$ cat config.mk
export PLATFORM = sky130hd
export DESIGN_NAME = k3_processor
export DESIGN_NICKNAME = d
export VERILOG_FILES = /design/src/rtl/k3_pkg.sv /design/src/rtl/k3_alu.sv /design/src/rtl/k3_processor.sv
export SDC_FILE = /design/constraint.sdc
export NUM_CORES = 1
export LEC_CHECK = 0
export ABC_AREA = 1
export CORE_MARGIN = 5
export CORE_UTILIZATION = 48
export CTS_CLUSTER_DIAMETER = 150
export DETAILED_ROUTE_END_ITERATION = 8
export PLACE_DENSITY = 0.71
export SLEW_MARGIN = 15
export SYNTH_ARGS = -nofsm -noshare
export SYNTH_HDL_FRONTEND = slang
export SYNTH_SLANG_ARGS = --single-unit
$ cat constraint.sdc
create_clock -name clk -period 8.2 [get_ports clk]
set_input_delay 2.05 -clock clk [delete_from_list [all_inputs] [get_ports clk]]
set_output_delay 2.05 -clock clk [all_outputs]
set_load 0.03 [all_outputs]
$ cat src/rtl/k3_pkg.sv
// Shared types and instruction-field helpers for the k3 multi-cycle core.
package k3_pkg;

    typedef enum logic [3:0] {
        OP_NOP  = 4'd0,
        OP_LDI  = 4'd1,
        OP_ADD  = 4'd2,
        OP_SUB  = 4'd3,
        OP_AND  = 4'd4,
        OP_OR   = 4'd5,
        OP_LD   = 4'd6,
        OP_ST   = 4'd7,
        OP_JMP  = 4'd8,
        OP_JC   = 4'd9,
        OP_JZ   = 4'd10,
        OP_OUT  = 4'd11,
        OP_HALT = 4'd12,
        OP_CALL = 4'd13,
        OP_RET  = 4'd14,
        OP_RSV  = 4'd15
    } opcode_e;

    typedef enum logic [1:0] {
        FETCH = 2'd0,
        EXEC  = 2'd1,
        MEM   = 2'd2,
        HALT  = 2'd3
    } state_e;

    typedef enum logic [1:0] {
        ALU_ADD = 2'd0,
        ALU_SUB = 2'd1,
        ALU_AND = 2'd2,
        ALU_OR  = 2'd3
    } alu_fn_e;

    localparam int OPW = 4;

    // Instruction layout, MSB first: op | rd | rs | imm.
    function automatic int inst_width(input int rw, input int immw);
        return OPW + 2 * rw + immw;
    endfunction

    function automatic int rd_lsb(input int rw, input int immw);
        return immw + rw;
    endfunction

    function automatic int rs_lsb(input int immw);
        return immw;
    endfunction

endpackage

$ cat src/rtl/k3_alu.sv
// Combinational N-bit ALU: add, subtract (carry = borrow), and, or.
module k3_alu
    import k3_pkg::*;
#(
    parameter int N = 8
) (
    input  logic [N-1:0] i_a,
    input  logic [N-1:0] i_b,
    input  logic [1:0]   i_fn,
    output logic [N-1:0] o_result,
    output logic         o_carry,
    output logic         o_zero
);

    logic [N:0] w_sum;

    // The extra top bit doubles as carry for ADD and borrow for SUB.
    always_comb begin
        w_sum   = '0;
        o_carry = 1'b0;
        case (alu_fn_e'(i_fn))
            ALU_ADD: begin
                w_sum   = {1'b0, i_a} + {1'b0, i_b};
                o_carry = w_sum[N];
            end
            ALU_SUB: begin
                w_sum   = {1'b0, i_a} - {1'b0, i_b};
                o_carry = w_sum[N];
            end
            ALU_AND: w_sum = {1'b0, i_a & i_b};
            default: w_sum = {1'b0, i_a | i_b};
        endcase
    end

    assign o_result = w_sum[N-1:0];
    assign o_zero   = (w_sum[N-1:0] == '0);

endmodule

$ cat src/rtl/k3_processor.sv
// k3 multi-cycle processor: FETCH/EXEC/MEM/HALT core with req/ack data memory.
// Optional CALL/RET with a single link register when K3_CALL_EN is defined.
module k3_processor
    import k3_pkg::*;
#(
    parameter int N    = 8,
    parameter int NREG = 4,
    parameter int IMMW = 5
) (
    input  logic                                         clk,
    input  logic                                         reset,
    input  logic [inst_width($clog2(NREG), IMMW)-1:0]    inst,
    output logic [IMMW-1:0]                              romaddress,
    output logic                                         mem_req,
    output logic                                         mem_we,
    output logic [IMMW-1:0]                              mem_addr,
    output logic [N-1:0]                                 mem_wdata,
    input  logic [N-1:0]                                 mem_rdata,
    input  logic                                         mem_ack,
    output logic [N-1:0]                                 regO,
    output logic                                         flag_c,
    output logic                                         flag_z,
    output logic                                         halted
);

    localparam int RW     = $clog2(NREG);
    localparam int IW     = inst_width(RW, IMMW);
    localparam int RD_LSB = rd_lsb(RW, IMMW);
    localparam int RS_LSB = rs_lsb(IMMW);

    state_e          r_state;
    state_e          w_state_next;
    logic [IW-1:0]   r_ir;
    logic [IMMW-1:0] r_pc;
    logic [N-1:0]    r_rego;
    logic            r_c;
    logic            r_z;
    logic            r_mem_req;

    logic [3:0]      w_op_bits;
    opcode_e         w_op;
    logic [RW-1:0]   w_rd;
    logic [RW-1:0]   w_rs;
    logic [IMMW-1:0] w_imm;
    logic [N-1:0]    w_regs [NREG];
    logic [N-1:0]    w_rd_val;
    logic [N-1:0]    w_rs_val;
    logic [1:0]      w_alu_fn;
    logic [N-1:0]    w_alu_result;
    logic            w_alu_carry;
    logic            w_alu_zero;

    logic            w_ir_we;
    logic            w_pc_we;
    logic [IMMW-1:0] w_pc_next;
    logic [IMMW-1:0] w_pc_inc;
    logic            w_reg_we;
    logic [N-1:0]    w_reg_wdata;
    logic            w_flag_we;
    logic            w_rego_we;
`ifdef K3_CALL_EN
    logic [IMMW-1:0] r_link;
    logic            w_link_we;
`endif

    assign w_op_bits = r_ir[IW-1 -: 4];
    assign w_op      = opcode_e'(w_op_bits);
    assign w_rd      = r_ir[RD_LSB +: RW];
    assign w_rs      = r_ir[RS_LSB +: RW];
    assign w_imm     = r_ir[IMMW-1:0];
    assign w_rd_val  = w_regs[w_rd];
    assign w_rs_val  = w_regs[w_rs];
    assign w_pc_inc  = r_pc + IMMW'(1);
    // Opcodes 2..5 map onto ALU functions 0..3.
    assign w_alu_fn  = w_op_bits[1:0] - 2'd2;

    k3_alu #(.N(N)) u_alu (
        .i_a      (w_rd_val),
        .i_b      (w_rs_val),
        .i_fn     (w_alu_fn),
        .o_result (w_alu_result),
        .o_carry  (w_alu_carry),
        .o_zero   (w_alu_zero)
    );

    // FSM state register
    always_ff @(posedge clk) begin
        if (reset) r_state <= FETCH;
        else       r_state <= w_state_next;
    end

    // FSM next-state logic
    always_comb begin
        w_state_next = r_state;
        case (r_state)
            FETCH: w_state_next = EXEC;
            EXEC: begin
                if (w_op == OP_LD || w_op == OP_ST) w_state_next = MEM;
                else if (w_op == OP_HALT)           w_state_next = HALT;
                else                                w_state_next = FETCH;
            end
            MEM:     if (mem_ack) w_state_next = FETCH;
            default: w_state_next = HALT;
        endcase
    end

    // FSM outputs: datapath strobes for the current state/opcode
    always_comb begin
        w_ir_we     = 1'b0;
        w_pc_we     = 1'b0;
        w_pc_next   = w_pc_inc;
        w_reg_we    = 1'b0;
        w_reg_wdata = w_alu_result;
        w_flag_we   = 1'b0;
        w_rego_we   = 1'b0;
        halted      = (r_state == HALT);
`ifdef K3_CALL_EN
        w_link_we   = 1'b0;
`endif
        case (r_state)
            FETCH: w_ir_we = 1'b1;
            EXEC: begin
                w_pc_we = 1'b1;
                case (w_op)
                    OP_LDI: begin
                        w_reg_we    = 1'b1;
                        w_reg_wdata = N'(w_imm);
                    end
                    OP_ADD, OP_SUB, OP_AND, OP_OR: begin
                        w_reg_we  = 1'b1;
                        w_flag_we = 1'b1;
                    end
                    OP_LD, OP_ST: w_pc_we = 1'b0;
                    OP_JMP:       w_pc_next = w_imm;
                    OP_JC:        if (r_c) w_pc_next = w_imm;
                    OP_JZ:        if (r_z) w_pc_next = w_imm;
                    OP_OUT:       w_rego_we = 1'b1;
`ifdef K3_CALL_EN
                    OP_CALL: begin
                        w_link_we = 1'b1;
                        w_pc_next = w_imm;
                    end
                    OP_RET:       w_pc_next = r_link;
`endif
                    default: ;
                endcase
            end
            MEM: begin
                if (mem_ack) begin
                    w_pc_we     = 1'b1;
                    w_reg_we    = (w_op == OP_LD);
                    w_reg_wdata = mem_rdata;
                end
            end
            default: ;
        endcase
    end

    // Each register owns its flop so rd and rs reads always see pre-edge values.
    for (genvar gi = 0; gi < NREG; gi++) begin : g_reg
        logic [N-1:0] r_q;
        always_ff @(posedge clk) begin
            if (reset)                                 r_q <= '0;
            else if (w_reg_we && (w_rd == RW'(gi)))    r_q <= w_reg_wdata;
        end
        assign w_regs[gi] = r_q;
    end

    always_ff @(posedge clk) begin
        if (reset) begin
            r_ir      <= '0;
            r_pc      <= '0;
            r_rego    <= '0;
            r_c       <= 1'b0;
            r_z       <= 1'b0;
            r_mem_req <= 1'b0;
        end else begin
            if (w_ir_we)   r_ir   <= inst;
            if (w_pc_we)   r_pc   <= w_pc_next;
            if (w_rego_we) r_rego <= w_rd_val;
            if (w_flag_we) begin
                r_c <= w_alu_carry;
                r_z <= w_alu_zero;
            end
            r_mem_req <= (w_state_next == MEM);
        end
    end

`ifdef K3_CALL_EN
    always_ff @(posedge clk) begin
        if (reset)          r_link <= '0;
        else if (w_link_we) r_link <= w_pc_inc;
    end
`endif

    // Address, direction and data come from the held IR so they stay stable in MEM.
    assign romaddress = r_pc;
    assign mem_req    = r_mem_req;
    assign mem_we     = (w_op == OP_ST);
    assign mem_addr   = w_imm;
    assign mem_wdata  = w_rd_val;
    assign regO       = r_rego;
    assign flag_c     = r_c;
    assign flag_z     = r_z;

endmodule

* Word level (Yosys, flattened, before mapping)
Cells that the tools add are included.
Storage, ports and cells: latch bits 0, memories kept 0, memory bits (writable) 0, register bits 63, bits in read-only memories 0, logic and storage cells 84
Operators by class: multipliers 0, eq/ne operators 21, muxes and demuxes 30, magnitude comparators 2, bitwise logic cells 4, divide/modulo/power cells 0, shift operators 0, reduce and logical (&&, ||, !) cells 12, add/subtract/negate cells 4
Operators with widths (count):
- $mux W8 | 6
- $bmux W8 S2 | 2
- $pmux W8 S3 | 1
- $eq A4 B4 Y1 const B | 5
- $eq A4 B3 Y1 const B | 4
- $pmux W8 S2 | 1
- $mux W5 | 3
- $pmux W5 S3 | 1
- $eq A2 B2 Y1 const B | 6
- $add A8 B8 Y9 | 1
- $mux W1 | 9
- $sub A8 B8 Y9 | 1
- $and A8 B8 Y8 | 1
- $eq A4 B2 Y1 const B | 2
- $logic_not A8 Y1 | 1
- $or A8 B8 Y8 | 1
- $eq A2 B1 Y1 const B | 3
- $ge A3 B3 Y1 const B | 2
- $logic_not A2 Y1 | 3
- $mux W2 | 3
- $not A2 Y3 | 2
- $pmux W1 S2 | 3
- $pmux W2 S3 | 1
- $add A5 B1 Y5 const B | 1
- other kinds (7) | 10

* Logic depth before layout (Yosys ltp)
Gate-level depths: netlist of run 1.
depth after elaboration 8, depth in mapped cells 20, mapped depth without buffers 20

* Cells and area by module
From an unflattened synthesis of run 1, not the netlist that was laid out.
Second synthesis, totals: cells, all modules 744, area, all modules 4614.4 µm²
Modules (own cells, without submodules):
- k3_processor | seq. area each 1261.2 µm², area each 3459.6 µm², cells each 530, times used 1
- k3_alu | seq. area each 0.0 µm², area each 1154.9 µm², cells each 214, times used 1

* Worst setup path before layout of run 1
No wires, ideal clock.
path kind reg2out, from register r_ir[8], to output mem_wdata[1], setup slack 4511 ps, required time 6150 ps, stages on the path, launching flop included 5, buffers on the path 0, data arrival time 1639 ps, cells stage by stage dfxtp_1 > nand2_1 > inv_1 > a221oi_1 > inv_1
Between the ends: longest elaborated chain between the ends 4
RTL lines:
- from (decl) | line k3_processor.sv:33 | logic [IW-1:0] r_ir;
- from (signal assigned) | line k3_processor.sv:178 | if (w_ir_we) r_ir <= inst;
- $not A2 Y3 (not written as such) | line k3_processor.sv:71 | assign w_rd_val = w_regs[w_rd];
- $bmux W8 S2 | line k3_processor.sv:71
- $mux W8 (not written as such) (2 in a row) | line k3_processor.sv:71
- to (decl) | line k3_processor.sv:17 | output logic [N-1:0] mem_wdata,
Every way passes these cells. The select of a mux whose other input is x is not followed.

* Final worst setup path of run 1
Ends and elaborated chain as after synthesis.

==> results_dict.tcl, run 1 <==
set metrics [dict create \
    areaGrowthSynthToFinish_pct 16.02 \
    cp.arrival_ps 2730 \
    diodes 0 \
    yosys.area.top_type "dfxtp_1" \
    clk_latency_ps 350 \
    vias 4468 \
    grt_overflow 0 \
    p_per_area_nw_per_um2 149.4 \
    cts-hold-fix-buffers 0 \
    relSlewSlack_pct 40.02 \
    mostFrequentLayoutCells "126 x nand2_1, 123 x inv_1, 63 x dfxtp_1" \
    yosysSeqAreaShare_pct 28.68 \
    ys_top_cells_by_area "dfxtp_1 29%, nand2_1 11%, inv_1 10%" \
    cts_tree "done" \
    start_util_pct 48.52 \
    grt_pass1_wl_um 20400 \
    setup.worst_path.class "flop to output pin" \
    syn_nets 718 \
    fin_skew_ps 11.56 \
    setup_violations 0 \
    ys_types 40 \
    cts_resized 0 \
    drt_wl_total_um 12800 \
    hp-class "flop to flop" \
    core_um2 9065 \
    cts.clk_slew.worst_paths_ps 70 \
    end_kind "output pin" \
    max_freq_mhz 209.3 \
    post-route-cell-area_um2 5102 \
    async_reset_ff_share_pct 0 \
    tns_ps 0 \
    place_congestion 0.9620 \
    grt_pass1_vias 4013 \
    cp.required_ps 6150 \
    final.min_clock_period_ps 4777 \
    fp-row-count 35 \
    viasPerCell 5.442 \
    synth.avg_cell_area_um2 6.643 \
    finalHoldViolCount 0 \
    start_kind "flop" \
    tightestPinTransition_ps 899.6 \
    drive_gt1_share_pct 4.648 \
    antenna_found_initial 0 \
    clkSinkCount 63 \
    worstPathMaxFanout 6 \
    syn_area_um2 4398 \
    ant_nets 0 \
    first_iter_violations 304 \
    ys_ff_latch 63 \
    ioPinCount 55 \
    synth_edf_count 0 \
    maxCapViolCount 0 \
    layout_commonest_cell "nand2_1" \
    slew_violations 0 \
    worst_ir_drop_vdd_v 0.00008651 \
    clockBufferDepth 2 \
    die-area_um2 11180 \
    rsz0062_at_grt "no" \
    wl_per_cell_um 15.59 \
    yosysWarnings 0 \
    ctsRootBufferMaster "clkbuf_8" \
    post_cts_buffers 0 \
    grt_max_degree 35 \
    cts_inserted_buffers 9 \
    status "finished clean" \
    nets 761 \
    io_buffers 54 \
    die_h_um 105.7 \
    htreeDepth 3 \
    drc 0 \
    grt_util_all_layers_pct 22.93 \
    synthFlopType "dfxtp_1" \
    place_ws_ps 3789 \
    dp_hpwl_um 9912 \
    synth_top_area_share_pct 28.68 \
    die-width_um 105.7 \
    setup_ws_ps 3423 \
    syn_inst 662 \
    placed_cell_area_um2 4945 \
    dr.pass1.iters 5 \
    p_leak_nw 2.317 \
    min_period_over_period_pct 58.26 \
]
-- kinds of logic after synthesis --
group / share of synthesized area, %
xor gates and xnor gates: 0.1992
and+or+nand+nor: 26.06
AOI/OAI and AO/OA: 21.51
DFF: 28.68
buffers and inverters: 14.11
adders and majority gates: 9.445
-- final timing paths --
kind,from,to,slack [ps],cells past startpoint
setup / recovery,r_ir[8]$_SDFFE_PP0P_,mem_wdata[1],3420,5
hold / removal,g_reg[0].r_q[3]$_SDFFE_PP0P_,g_reg[0].r_q[3]$_SDFFE_PP0P_,500,2
setup reg to reg,r_ir[5]$_SDFFE_PP0P_,g_reg[3].r_q[6]$_SDFFE_PP0P_,4580,17
hold reg to reg,g_reg[0].r_q[3]$_SDFFE_PP0P_,g_reg[0].r_q[3]$_SDFFE_PP0P_,500,2
-- cell usage after synthesis (2+ instances only) --
| cell type | instances |
|---|---|
| fa_1 | 2 |
| nor2_4 | 4 |
| o2bb2ai_1 | 2 |
| nand3_1 | 59 |
| o22ai_1 | 3 |
| dfxtp_1 | 63 |
| or2_2 | 6 |
| nor4_1 | 2 |
| ha_1 | 30 |
| o21ai_0 | 43 |
| a32oi_1 | 13 |
| buf_4 | 5 |
| o21ai_1 | 2 |
| o21a_1 | 9 |
| clkbuf_1 | 12 |
| nand2_1 | 126 |
| nand2_2 | 2 |
| o211ai_1 | 12 |
| clkinv_1 | 2 |
| nand4_1 | 4 |
| a221oi_1 | 4 |
| a21oi_1 | 61 |
| inv_1 | 123 |
| buf_6 | 5 |
| a31oi_1 | 4 |
| nor2_1 | 50 |
-- layout make-up --
cell class	instances	area [um2]
inverter	126	473.0
tap	111	138.9
clock inverter	4	22.52
multi-input combinational	449	2516
fill	883	3963
sequential	63	1261
timing repair buffer	56	555.5
clock buffer	12	135.1
-- metal layers --
layer / GRT usage [%] / up-vias / wire length (um)
li1: - / 2252 / -
met1: 30.70 / 2056 / 5878
met2: 37.02 / 142 / 5955
met3: 4.470 / 18 / 768
met4: 7.493 / 0 / 197
met5: 0 / - / 0
-- sequential cells by signal, summed over array words and instances (netlist names) --
name,count
g.r_q,32
r_ir,13
regO,8
romaddress,5
r_state,2
flag_c,1
flag_z,1
mem_req,1
-- critical path: stages, from the launching register on --
cell and delay [ps]:
dfxtp_1 330, nand2_1 230, inv_1 150, a221oi_1 810
inv_1 200, clkdlybuf4s50_1 650
-- report_power, final --
part	leakage (nW)	internal (W)	switching [W]	total (W)
combinational	1.72	0.0000685	0.000134	0.000203
sequential	0.512	0.000318	0.0000141	0.000332
clock	0.0801	0.000108	0.000120	0.000228
-- through the flow --
stage | std cells | total power, W | hold slack, ps | util [%]
after floorplan | 662 | 0.0004781 | 444.8 | -
after global placement | 805 | 0.0005339 | 485.1 | 54.55
after detailed placement | 805 | 0.0005387 | 480.5 | 54.55
after CTS | 821 | 0.0007642 | 498.8 | 56.29
after global routing | 821 | 0.0008083 | 531.4 | 56.29
final | 821 | 0.0007625 | 496.8 | 56.29
No activity file was read; power rests on OpenSTA's default activity.
==> run 2: changes to the inputs <==
Settings changed: PLACE_DENSITY 0.71 to 0.73.
Clock period 8.2 ns to 4.3 ns, I/O delays scaled along.
==> run 2 against run 1 <==
  * Critical path depth up 1
  * Utilization up 0.17 points
  * Total power up 94%
  * Via count rose by 3.4%
  * Sequential power rose by 91%
  * Non-clock buffer count grew 2
  * Sequential share of layout area is 0.073 points lower
  * Largest power group unchanged
==> results_dict.tcl, run 2 (same netlist as run 1, synthesis figures left out) <==
set metrics [dict create \
    place_congestion 0.9720 \
    p_per_area_nw_per_um2 289.4 \
    cts_tree "done" \
    areaGrowthSynthToFinish_pct 16.36 \
    drt_wl_total_um 13640 \
    setup_violations 0 \
    viasPerCell 5.611 \
    swShare_pct 36.25 \
    dp_hpwl_um 10220 \
    post_cts_buffers 0 \
    whs_ps 480.1 \
    p_comb_share_pct 26.6 \
    cts.clk_slew.worst_paths_ps 70 \
    cts-hold-fix-buffers 0 \
    clk_latency_ps 350 \
    vias 4618 \
    setup_ws_ps 533.2 \
    top_register "g.r_q" \
    wl_met1_um 6185 \
    status "finished clean" \
    start_kind "flop" \
    die-area_um2 11180 \
    core_um2 9065 \
    cts_inserted_buffers 9 \
    power.internal_w 0.0009440 \
    tns_ps 0 \
    ctsRootBufferMaster "clkbuf_8" \
    fp-row-count 35 \
    min_period_over_period_pct 87.60 \
    worstPathMaxFanout 8 \
    slew_violations 0 \
    finalHoldViolCount 0 \
    p_clk_share_pct 30.6 \
    p_sw_w 0.0005368 \
    largest_reg_flops 32 \
    rsz0062_at_grt "no" \
    diodes 0 \
    grt_max_degree 29 \
    ant_nets 0 \
    start_util_pct 48.52 \
    mostFrequentLayoutCells "126 x nand2_1, 123 x inv_1, 63 x dfxtp_1" \
    worst_ir_drop_vdd_v 0.0001748 \
    drc 0 \
    grt_overflow 0 \
    n_fill_cell 877 \
    clkSinkCount 63 \
    grt_util_all_layers_pct 24.53 \
    antenna_found_initial 0 \
    htreeDepth 3 \
    drive_gt1_share_pct 4.916 \
    io_buffers 54 \
    wl_per_cell_um 16.58 \
    setup.worst_path.class "flop to output pin" \
    route.met2.wl_um 6094 \
    first_iter_violations 521 \
    max_freq_mhz 265.5 \
    top_layer "met4" \
    hp-class "flop to flop" \
    ioPinCount 55 \
    dr.pass1.iters 7 \
    finalPower_w 0.001481 \
    nets 763 \
    clockBufferDepth 2 \
    end_kind "output pin" \
    die_h_um 105.7 \
    die-width_um 105.7 \
    cp.required_ps 3220 \
    grt_pass1_vias 4316 \
    wl_met3_um 952 \
    place_ws_ps 906.6 \
    layout_commonest_cell "nand2_1" \
    cts_resized 0 \
    final.min_clock_period_ps 3767 \
    fin_skew_ps 9.908 \
    cp.arrival_ps 2690 \
    maxCapViolCount 0 \
    seq_power_share_pct 42.8 \
    p_leak_nw 2.326 \
    grt_pass1_wl_um 21990 \
    relSlewSlack_pct 41.59 \
    tightestPinTransition_ps 874.9 \
]
## run 2: changes by cell type in the layout (fill, tap and decap cells not counted), sizes merged
cell  before  now
buf        2    4
## run 2: through the flow
| stage | std cells | area (um2) | util (%) |
|---|---|---|---|
| after floorplan | 662 | 4398 | - |
| after global placement | 807 | 4960 | 54.71 |
| after detailed placement | 807 | 4960 | 54.71 |
| after CTS | 823 | 5117 | 56.45 |
| after global routing | 823 | 5117 | 56.45 |
| final | 823 | 5117 | 56.45 |
## run 2: power by group through the flow
stage | combinational [W] | clock, W | sequential, W
after global placement | 0.000381 | 0 | 0.000645
after CTS | 0.000388 | 0.000464 | 0.000632
after detailed placement | 0.000385 | 0 | 0.000645
after global routing | 0.000436 | 0.000487 | 0.000636
final | 0.000394 | 0.000453 | 0.000633
after floorplan | 0.000271 | 0 | 0.000640
## run 2: worst paths after layout
path	slack [ps]	cells past startpoint	to	startpoint
setup / recovery	530	6	mem_wdata[6]	r_ir[8]$_SDFFE_PP0P_
hold / removal	480	2	g_reg[0].r_q[0]$_SDFFE_PP0P_	g_reg[0].r_q[0]$_SDFFE_PP0P_
setup reg to reg	760	15	g_reg[1].r_q[4]$_SDFFE_PP0P_	r_ir[5]$_SDFFE_PP0P_
hold reg to reg	480	2	g_reg[0].r_q[0]$_SDFFE_PP0P_	g_reg[0].r_q[0]$_SDFFE_PP0P_
## run 2: area by class of cell
cell class | instances | area (um2) | share of cell area, %
multi-input combinational | 449 | 2516 | 49.17
clock buffer | 12 | 135.1 | 2.641
sequential | 63 | 1261 | 24.65
clock inverter | 4 | 22.52 | 0.4401
inverter | 126 | 473.0 | 9.242
timing repair buffer | 58 | 570.5 | 11.15
tap | 111 | 138.9 | 2.714
## run 2: worst max-delay path: stages, from the launching register on
cell and delay, ps:
dfxtp_1 380, inv_1 80, nor2_1 530, inv_1 250, o21a_1 290, inv_1 130
clkdlybuf4s50_1 690
## run 2: metal layers
metal,GRT usage (%),vias up
met5,0,-
met4,9.436,0
met3,3.674,40
met2,38.48,206
met1,33.87,2120
li1,-,2252
